[config.mk]
export PLATFORM = sky130hd
export DESIGN_NAME = shift_right_unit
export DESIGN_NICKNAME = d
export VERILOG_FILES = /design/src/rtl/shift_right_unit.sv
export SDC_FILE = /design/constraint.sdc
export NUM_CORES = 1
export LEC_CHECK = 0
export BUFFER_PORTS_ARGS = -buffer_cell sky130_fd_sc_hd__buf_4
export CAP_MARGIN = 40
export CELL_PAD_IN_SITES_DETAIL_PLACEMENT = 0
export CELL_PAD_IN_SITES_GLOBAL_PLACEMENT = 2
export CORE_AREA = 5 5 105 107
export DETAILED_ROUTE_END_ITERATION = 8
export DIE_AREA = 0 0 110 112
export PLACE_DENSITY = 0.83
export SETUP_SLACK_MARGIN = 0.3
export SYNTH_ARGS = -nofsm -noshare
export SYNTH_HDL_FRONTEND = slang
export SYNTH_SLANG_ARGS = --single-unit
export TNS_END_PERCENT = 20
[constraint.sdc]
create_clock -name clk -period 2.5 [get_ports clk]
set_input_delay 0.125 -clock clk [delete_from_list [all_inputs] [get_ports clk]]
set_output_delay 0.125 -clock clk [all_outputs]
set_load 0.02 [all_outputs]
[src/rtl/shift_right_unit.sv]
`default_nettype none
// ============================================================================
//  Module   : shift_right_unit
//  Purpose  : Iterative SRL/SRA unit that shifts one bit position per clock.
//             It uses a start/done handshake and holds the result in Out
//             until the next operation completes.
//  Revision : 1.0  initial release
// ============================================================================
//  Bit numbering: vectors are [WIDTH-1:0] and the MSB (sign bit) is bit
//  WIDTH-1. The numeric value on each bus is the one the pipeline expects,
//  so In = 0x80000000 means the sign bit is set.
// ============================================================================
module shift_right_unit #(
  parameter int WIDTH = 32,
  parameter int SHW   = 5
) (
  input  logic             clk,
  input  logic             rst,
  input  logic             Start,
  input  logic             Arith,
  input  logic [WIDTH-1:0] In,
  input  logic [SHW-1:0]   Shamt,
  output logic [WIDTH-1:0] Out,
  output logic             Busy,
  output logic             Done
);

  typedef enum logic [1:0] {
    S_IDLE  = 2'd0,
    S_SHIFT = 2'd1,
    S_DONE  = 2'd2
  } state_t;

  localparam logic [SHW-1:0] C_CNT_ONE = SHW'(1);

  state_t           state_q, state_d;
  logic [WIDTH-1:0] sreg_q,  sreg_d;
  logic [SHW-1:0]   cnt_q,   cnt_d;
  logic             fill_q,  fill_d;
  logic [WIDTH-1:0] out_q,   out_d;
  logic             busy_q,  busy_d;
  logic             done_q,  done_d;
  logic [WIDTH-1:0] shifted_w;

  // One-position right shift of the working value, inserting the fill bit at the MSB.
  always_comb begin
    shifted_w = {fill_q, sreg_q[WIDTH-1:1]};
  end

  // Next-state logic. Out is loaded only on the cycle that enters DONE.
  always_comb begin
    state_d = state_q;
    sreg_d  = sreg_q;
    cnt_d   = cnt_q;
    fill_d  = fill_q;
    out_d   = out_q;
    case (state_q)
      S_IDLE, S_DONE: begin
        if (Start) begin
          sreg_d = In;
          cnt_d  = Shamt;
          fill_d = Arith & In[WIDTH-1];
          if (Shamt == '0) begin
            // A zero-distance shift completes at once with the operand unchanged.
            state_d = S_DONE;
            out_d   = In;
          end else begin
            state_d = S_SHIFT;
          end
        end else begin
          state_d = S_IDLE;
        end
      end
      S_SHIFT: begin
        // Start is deliberately ignored here: there is no queueing.
        sreg_d = shifted_w;
        cnt_d  = cnt_q - C_CNT_ONE;
        if (cnt_q == C_CNT_ONE) begin
          state_d = S_DONE;
          out_d   = shifted_w;
        end
      end
      default: begin
        state_d = S_IDLE;
      end
    endcase
    busy_d = (state_d == S_SHIFT);
    done_d = (state_d == S_DONE);
  end

  // State and output registers. The asynchronous reset aborts any operation in flight.
  always_ff @(posedge clk or posedge rst) begin
    if (rst) begin
      state_q <= S_IDLE;
      sreg_q  <= '0;
      cnt_q   <= '0;
      fill_q  <= 1'b0;
      out_q   <= '0;
      busy_q  <= 1'b0;
      done_q  <= 1'b0;
    end else begin
      state_q <= state_d;
      sreg_q  <= sreg_d;
      cnt_q   <= cnt_d;
      fill_q  <= fill_d;
      out_q   <= out_d;
      busy_q  <= busy_d;
      done_q  <= done_d;
    end
  end

  assign Out  = out_q;
  assign Busy = busy_q;
  assign Done = done_q;

endmodule
`default_nettype wire

==> results of run 1 <==
[final cells by class]
type                            instances  share of cell area
Timing Repair Buffer                   85              0.1596
Inverter                               35             0.03109
Clock buffer                            9             0.02904
Multi-Input combinational cell        159              0.2881
Sequential cell                        73              0.4283
Clock inverter                          7             0.02405
Tap cell                              136             0.03989
[placed cells by master, fill, tap and decap left out, drive strengths merged]
cell | Yosys | routed
dlygate4sd3 | 0 | 2
nand2 | 9 | 9
o21ai | 2 | 2
nand2b | 1 | 1
a21oi | 31 | 31
or4b | 1 | 1
clkinv | 0 | 3
inv | 35 | 36
o221ai | 1 | 1
a22oi | 1 | 1
dfrtp | 73 | 73
o211ai | 2 | 2
or4 | 1 | 1
mux2i | 62 | 62
clkinvlp | 0 | 1
o311ai | 1 | 1
bufinv | 0 | 2
nor2b | 2 | 2
or2b | 1 | 1
nand4bb | 1 | 1
o32ai | 2 | 2
buf | 9 | 83
clkbuf | 10 | 9
o221a | 1 | 1
nor3 | 32 | 32
ha | 2 | 2
nand3 | 2 | 2
mux2 | 4 | 4
[metal layers]
layer | track usage | share of wire | vias to the layer above
li1 | - | - | 1143
met1 | 0.1787 | 0.47 | 1121
met2 | 0.1905 | 0.45 | 61
met3 | 0.03362 | 0.057 | 14
met4 | 0.05736 | 0.019 | 0
met5 | 0 | 0 | -
[cell families (layout without fill, tap and decap cells)]
kind of cell / count (synthesis) / in the layout
DFF: 73 / 73
adders and majority gates: 2 / 2
muxes: 66 / 66
AOI/OAI and AO/OA: 41 / 41
and+or+nand+nor: 50 / 50
buffers and inverters: 54 / 136
[how the worst min path moves through the flow]
stage                  start         end  cells after the start
floorplan           Shamt[4]        Done                      1
global route        Shamt[1]    cnt_q[1]                      3
CTS                 Shamt[1]    cnt_q[1]                      3
finish                 Arith      fill_q                      3
global placement         rst  state_q[0]                      2
detailed placement       rst  state_q[0]                      2
[through the flow]
step           area [um^2]    util  setup slack, ns  power (uW)  hold slack (ns)
2_1_floorplan         3282       -           0.5217        3874           0.2373
3_3_place_gp          3999  0.3981           0.5156        4739           0.3158
3_5_place_dp          4019  0.4001           0.4385        4803          0.05052
4_1_cts               4265  0.4246           0.4106        5897         0.005153
5_1_grt               4265  0.4246           0.3186        6250          0.01196
6_report              4265  0.4246           0.4144        5807          0.01916
[sequential cells by signal (all words and copies together) (netlist names)]
| signal | count |
|---|---|
| fill_q | 1 |
| sreg_q | 31 |
| state_q | 2 |
| Busy | 1 |
| cnt_q | 5 |
| Done | 1 |
| Out | 32 |
[where the power goes]
group          switching, uW  internal [uW]  leakage (uW)
Combinational           1460           1170       0.00104
Sequential               337           1780      0.000841
Clock                    492            572      0.000110
Total                   2290           3520       0.00199
[repair_timing]
item,in CTS,in global routing
resized for setup,0,0
hold buffers,2,0
hold endpoints to repair,46,0
[worst register-to-register path, delay by kind of cell (launching register included)]
kind / cells / cell delay (ns)
AOI/OAI and AO/OA: 1 / 0.16
buffers and inverters: 2 / 0.53
muxes: 1 / 0.26
adders and majority gates: 1 / 0.14
and+or+nand+nor: 1 / 0.53
DFF: 1 / 0.38
==> impl_metrics.xml, run 1 <==
<?xml version="1.0" encoding="UTF-8"?>
<metrics>
  <group name="critical_path">
    <metric name="worst_setup_path_endpoint" unit="">Out[9]</metric>
    <metric name="worst_ep_required_time" unit="ns">2.77</metric>
    <metric name="startpoint_type" unit="">register</metric>
    <metric name="cpLargestDelayFamily" unit="">buffers and inverters</metric>
    <metric name="crit_buf_inv" unit="">2</metric>
    <metric name="reg_to_reg_start" unit="">cnt_q[1]</metric>
    <metric name="ff2ff_setup_slack" unit="ns">0.41</metric>
    <metric name="crit_path_cell_trace" unit="">inv_1, ha_1, or4b_1, o32ai_4, buf_4, mux2i_1</metric>
    <metric name="register_to_register_path_depth" unit="">6</metric>
    <metric name="cp-end-kind" unit="">register</metric>
    <metric name="worst_path_max_delay_cell" unit="">sky130_fd_sc_hd__or4b_1</metric>
    <metric name="crit_start" unit="">cnt_q[1]</metric>
    <metric name="critical_path_peak_fanout" unit="">24</metric>
    <metric name="worst_path_max_stage_delay" unit="ns">0.53</metric>
    <metric name="worst_r2r_endpoint" unit="">Out[9]</metric>
    <metric name="timing.setup.critical_path_class" unit="">register to register</metric>
    <metric name="arrival" unit="ns">2.36</metric>
    <metric name="worstSetupPathDepth" unit="">6</metric>
  </group>
  <group name="cells_and_area">
    <metric name="drive_gt1_frac" unit="">0.2908</metric>
    <metric name="area_delta_synth_final" unit="%">29.97</metric>
    <metric name="final_net_count" unit="">406</metric>
    <metric name="regArea" unit="um^2">1827</metric>
    <metric name="n_fill_cell" unit="">987</metric>
    <metric name="antenna_cells_inserted" unit="">0</metric>
    <metric name="final_cell_count_no_fill" unit="">504</metric>
    <metric name="multi_input_comb_area" unit="um^2">1229</metric>
  </group>
  <group name="floorplanning">
    <metric name="die-width" unit="um">110</metric>
    <metric name="top_level_ports" unit="">75</metric>
    <metric name="die_height" unit="um">112</metric>
    <metric name="placeableCoreArea" unit="um^2">10050</metric>
    <metric name="starting_density_of_the_core" unit="">0.3267</metric>
    <metric name="floorplan.rows" unit="">37</metric>
    <metric name="design.die.area" unit="um^2">12320</metric>
  </group>
  <group name="yosys">
    <metric name="synth_commonest_cells" unit="">sky130_fd_sc_hd__dfrtp_1, sky130_fd_sc_hd__mux2i_1, sky130_fd_sc_hd__inv_1, sky130_fd_sc_hd__nor3_1, sky130_fd_sc_hd__a21oi_1</metric>
    <metric name="post_synth_inst_count" unit="">286</metric>
    <metric name="yosys.area_share.simple" unit="">0.08120</metric>
    <metric name="ys.warnings.count" unit="">0</metric>
    <metric name="yosysUniqueCellTypes" unit="">28</metric>
    <metric name="summed_instance_area_of_the_synthesized_netlist" unit="um^2">3282</metric>
    <metric name="ys_seq_elements" unit="">73</metric>
    <metric name="syn-mean-instance-area" unit="um^2">11.48</metric>
    <metric name="synthFlopType" unit="">sky130_fd_sc_hd__dfrtp_1</metric>
    <metric name="netlist_top_cells_area" unit="">sky130_fd_sc_hd__dfrtp_1, sky130_fd_sc_hd__mux2i_1, sky130_fd_sc_hd__nor3_1</metric>
    <metric name="synth_seq_area_share" unit="">0.5566</metric>
    <metric name="yosys.area.top_type_share" unit="">0.5566</metric>
    <metric name="synth_enable_flop_cells" unit="">0</metric>
    <metric name="synthAdderAreaFrac" unit="">0.007625</metric>
    <metric name="synthMostInstantiatedCell" unit="">sky130_fd_sc_hd__dfrtp_1</metric>
    <metric name="synth_largest_area_cell" unit="">sky130_fd_sc_hd__dfrtp_1</metric>
    <metric name="synth_compound_area_frac" unit="">0.07701</metric>
    <metric name="synth_xor_xnor_area_share" unit="">0</metric>
    <metric name="synth.area.mux_share" unit="">0.2040</metric>
    <metric name="largest_family_of_logic_cells_by_synthesized_area" unit="">multiplexers</metric>
    <metric name="synthesis.nets" unit="">329</metric>
    <metric name="async_reset_ff_frac" unit="">1.000</metric>
  </group>
  <group name="sta">
    <metric name="period_share" unit="">0.8343</metric>
    <metric name="final-hold-violation-count" unit="">0</metric>
    <metric name="layout_min_cycle_time" unit="ns">2.086</metric>
    <metric name="skew" unit="ns">0.01575</metric>
    <metric name="rsz_0062_raised_after_global_routing" unit="">no</metric>
    <metric name="maxSlewHeadroom" unit="">0.5632</metric>
    <metric name="final.setup.tns" unit="ns">0</metric>
    <metric name="timing_max_transition_violations_final" unit="">0</metric>
    <metric name="max_clock_freq" unit="MHz">479.5</metric>
    <metric name="timing_worst_slew_pin_value" unit="ns">0.6537</metric>
    <metric name="setup_viol" unit="">0</metric>
  </group>
  <group name="place">
    <metric name="place_inst" unit="">486</metric>
    <metric name="port_buffer_count" unit="">74</metric>
    <metric name="place.gp.congestion" unit="">0.7693</metric>
    <metric name="post-dp-hpwl" unit="um">5221</metric>
  </group>
  <group name="run">
    <metric name="maxCapViolCount" unit="">0</metric>
  </group>
  <group name="pwr">
    <metric name="leakage" unit="uW">0.001993</metric>
    <metric name="power.density_cell_area" unit="nW/um^2">1362</metric>
    <metric name="peakVddDrop" unit="mV">0.3732</metric>
  </group>
  <group name="cts">
    <metric name="worstSkewPairLatency" unit="ns">0.36</metric>
    <metric name="clk_root_buffer_cell" unit="">sky130_fd_sc_hd__clkbuf_8</metric>
    <metric name="path_clk_slew" unit="ns">0.08</metric>
    <metric name="tritoncts_clock_tree" unit="">yes</metric>
    <metric name="ctsHtreeMaxLevel" unit="">3</metric>
    <metric name="cts_inserted_buffers" unit="">9</metric>
    <metric name="numClockSinks" unit="">73</metric>
    <metric name="clockBufferDepth" unit="">2</metric>
    <metric name="post_cts_repair_setup_buffers" unit="">0</metric>
  </group>
  <group name="drt">
    <metric name="routed-via-count" unit="">2339</metric>
    <metric name="drt.antenna.violating_nets" unit="">0</metric>
    <metric name="mean_routed_wirelength_per_cell" unit="um">14.94</metric>
    <metric name="drt_iter0_markers" unit="">50</metric>
    <metric name="drcViolationCount" unit="">0</metric>
    <metric name="firstDrtPassIters" unit="">4</metric>
    <metric name="vias_per_cell" unit="">4.641</metric>
    <metric name="route.final.wire_length" unit="um">7528</metric>
  </group>
  <group name="hold_path">
    <metric name="tightest_hold_check_type" unit="">input port to register</metric>
  </group>
  <group name="grt">
    <metric name="pin_count_of_the_biggest_net_entering_global_routing" unit="">38</metric>
    <metric name="grt_pass1_vias" unit="">2513</metric>
    <metric name="globalRouteOverflowTotal" unit="">0</metric>
    <metric name="grt_first_pass_wirelength" unit="um">12540</metric>
    <metric name="grt_util_all_layers" unit="">0.1298</metric>
    <metric name="antenna_found_initial" unit="">0</metric>
  </group>
  <group name="status">
    <metric name="run_status" unit="">finished clean</metric>
  </group>
</metrics>
Power figures use the tool's default switching activity.
==> run 2, diff against run 1 <==
clock period = 2.1 ns   (was 2.5 ns; I/O delays follow)
==> impl_metrics.xml, run 2 (synthesized netlist as in run 1, its figures left out) <==
<?xml version="1.0" encoding="UTF-8"?>
<metrics>
  <group name="status">
    <metric name="run_status" unit="">finished clean</metric>
  </group>
  <group name="pwr">
    <metric name="total_power" unit="uW">6919</metric>
    <metric name="leakage" unit="uW">0.002056</metric>
    <metric name="power.density_cell_area" unit="nW/um^2">1574</metric>
    <metric name="peakVddDrop" unit="mV">0.5732</metric>
  </group>
  <group name="hold_path">
    <metric name="worstHoldStart" unit="">Shamt[4]</metric>
    <metric name="min_delay_path_depth" unit="">2</metric>
    <metric name="worstHoldEndpoint" unit="">Done</metric>
    <metric name="tightest_hold_check_type" unit="">input port to register</metric>
  </group>
  <group name="sta">
    <metric name="hold_slack" unit="ns">0.02515</metric>
    <metric name="period_share" unit="">0.8710</metric>
    <metric name="maxSlewHeadroom" unit="">0.5667</metric>
    <metric name="setup_viol" unit="">0</metric>
    <metric name="final.setup.tns" unit="ns">0</metric>
    <metric name="timing_max_transition_violations_final" unit="">0</metric>
    <metric name="skew" unit="ns">0.01504</metric>
    <metric name="layout_min_cycle_time" unit="ns">1.829</metric>
    <metric name="timing_worst_slew_pin_value" unit="ns">0.6486</metric>
    <metric name="final-hold-violation-count" unit="">0</metric>
    <metric name="rsz_0062_raised_after_global_routing" unit="">yes</metric>
    <metric name="setup_slack" unit="ns">0.2709</metric>
    <metric name="max_clock_freq" unit="MHz">546.7</metric>
  </group>
  <group name="critical_path">
    <metric name="arrival" unit="ns">2.05</metric>
    <metric name="worst_r2r_endpoint" unit="">Out[0]</metric>
    <metric name="startpoint_type" unit="">register</metric>
    <metric name="register_to_register_path_depth" unit="">6</metric>
    <metric name="ff2ff_setup_slack" unit="ns">0.27</metric>
    <metric name="cp-end-kind" unit="">register</metric>
    <metric name="reg_to_reg_start" unit="">cnt_q[1]</metric>
    <metric name="crit_start" unit="">cnt_q[1]</metric>
    <metric name="worst_ep_required_time" unit="ns">2.32</metric>
    <metric name="critical_path_peak_fanout" unit="">6</metric>
    <metric name="timing.setup.critical_path_class" unit="">register to register</metric>
  </group>
  <group name="cts">
    <metric name="clk_root_buffer_cell" unit="">sky130_fd_sc_hd__clkbuf_8</metric>
    <metric name="cts_inserted_buffers" unit="">9</metric>
    <metric name="path_clk_slew" unit="ns">0.07</metric>
    <metric name="ctsHtreeMaxLevel" unit="">3</metric>
    <metric name="clockBufferDepth" unit="">2</metric>
    <metric name="worstSkewPairLatency" unit="ns">0.34</metric>
    <metric name="tritoncts_clock_tree" unit="">yes</metric>
    <metric name="numClockSinks" unit="">73</metric>
  </group>
  <group name="floorplanning">
    <metric name="die-width" unit="um">110</metric>
    <metric name="design.die.area" unit="um^2">12320</metric>
    <metric name="starting_density_of_the_core" unit="">0.3267</metric>
    <metric name="placeableCoreArea" unit="um^2">10050</metric>
    <metric name="floorplan.rows" unit="">37</metric>
    <metric name="die_height" unit="um">112</metric>
    <metric name="top_level_ports" unit="">75</metric>
  </group>
  <group name="grt">
    <metric name="pin_count_of_the_biggest_net_entering_global_routing" unit="">74</metric>
    <metric name="grt_pass1_vias" unit="">2459</metric>
    <metric name="grt_util_all_layers" unit="">0.1296</metric>
    <metric name="globalRouteOverflowTotal" unit="">0</metric>
    <metric name="grt_first_pass_wirelength" unit="um">12430</metric>
    <metric name="antenna_found_initial" unit="">0</metric>
  </group>
  <group name="drt">
    <metric name="route.final.wire_length" unit="um">7767</metric>
    <metric name="drcViolationCount" unit="">0</metric>
    <metric name="vias_per_cell" unit="">4.555</metric>
    <metric name="firstDrtPassIters" unit="">4</metric>
    <metric name="mean_routed_wirelength_per_cell" unit="um">15.02</metric>
    <metric name="drt_iter0_markers" unit="">48</metric>
    <metric name="routed-via-count" unit="">2355</metric>
    <metric name="drt.antenna.violating_nets" unit="">0</metric>
  </group>
  <group name="cells_and_area">
    <metric name="n_fill_cell" unit="">965</metric>
    <metric name="largest_reg_flops" unit="">32</metric>
    <metric name="antenna_cells_inserted" unit="">0</metric>
    <metric name="layout_common_cells" unit="">sky130_fd_sc_hd__buf_4, sky130_fd_sc_hd__dfrtp_1, sky130_fd_sc_hd__mux2i_1</metric>
    <metric name="drive_gt1_frac" unit="">0.3202</metric>
    <metric name="area_delta_synth_final" unit="%">33.93</metric>
    <metric name="layout_commonest_cell" unit="">sky130_fd_sc_hd__buf_4</metric>
    <metric name="fin_area" unit="um^2">4395</metric>
    <metric name="final_net_count" unit="">419</metric>
  </group>
  <group name="place">
    <metric name="dpl_worst_slack" unit="ns">0.1243</metric>
    <metric name="place.gp.congestion" unit="">0.7845</metric>
    <metric name="post-dp-hpwl" unit="um">5307</metric>
    <metric name="detailed_place.area" unit="um^2">4024</metric>
    <metric name="port_buffer_count" unit="">74</metric>
  </group>
  <group name="run">
    <metric name="maxCapViolCount" unit="">0</metric>
  </group>
</metrics>
==> run 2: worst max path at each step <==
stage | cells past startpoint | end | slack [ns]
after CTS | 6 | Out[18] | 0.26
after detailed placement | 6 | Out[10] | 0.12
final | 6 | Out[0] | 0.27
after global routing | 6 | Out[3] | 0.18
after floorplan | 5 | Out[0] | 0.28
after global placement | 6 | Out[16] | 0.20
==> run 2: what timing repair did <==
item,CTS,global route
endpoints found under the hold margin,74,0
buffers inserted,6,2
resized for setup,11,2
endpoints found under the setup margin,31,33
hold buffers,3,0
pin swaps,1,0
gates cloned,2,0
==> run 2: routing by layer <==
layer,share of wire,track usage,vias to the layer above,routed length [um]
met5,0,0,-,0
met4,0.012,0.04738,0,97
met3,0.049,0.02899,10,381
met2,0.46,0.1938,57,3545
met1,0.48,0.1827,1129,3743
li1,-,-,1159,-
==> run 2: critical path, stage by stage, from the launching register on <==
cell	delay (ns)
sky130_fd_sc_hd__dfrtp_1	0.39
sky130_fd_sc_hd__inv_2	0.08
sky130_fd_sc_hd__ha_4	0.11
sky130_fd_sc_hd__or4b_4	0.47
sky130_fd_sc_hd__o32ai_4	0.20
sky130_fd_sc_hd__buf_4	0.18
sky130_fd_sc_hd__mux2_4	0.28
==> run 2: area by class of cell <==
type / instances / area (um^2) / share of cell area
inverter: 35 / 135.1 / 0.03074
clock inverter: 6 / 65.06 / 0.01480
sequential: 73 / 1827 / 0.4156
clock buffer: 10 / 137.6 / 0.03131
tap: 136 / 170.2 / 0.03871
multi-input combinational: 159 / 1245 / 0.2832
timing repair buffer: 98 / 815.8 / 0.1856
==> run 2: through the flow <==
stage            util  std cells
6_report       0.4375        517
4_1_cts        0.4362        515
5_1_grt        0.4375        517
3_5_place_dp   0.4005        488
2_1_floorplan       -        286
3_3_place_gp   0.4005        488
==> run 2: where the power goes <==
| group | switching (uW) | total, uW | internal, uW |
|---|---|---|---|
| logic | 1780 | 3270 | 1500 |
| registers | 420 | 2540 | 2120 |
| clock network | 527 | 1110 | 583 |
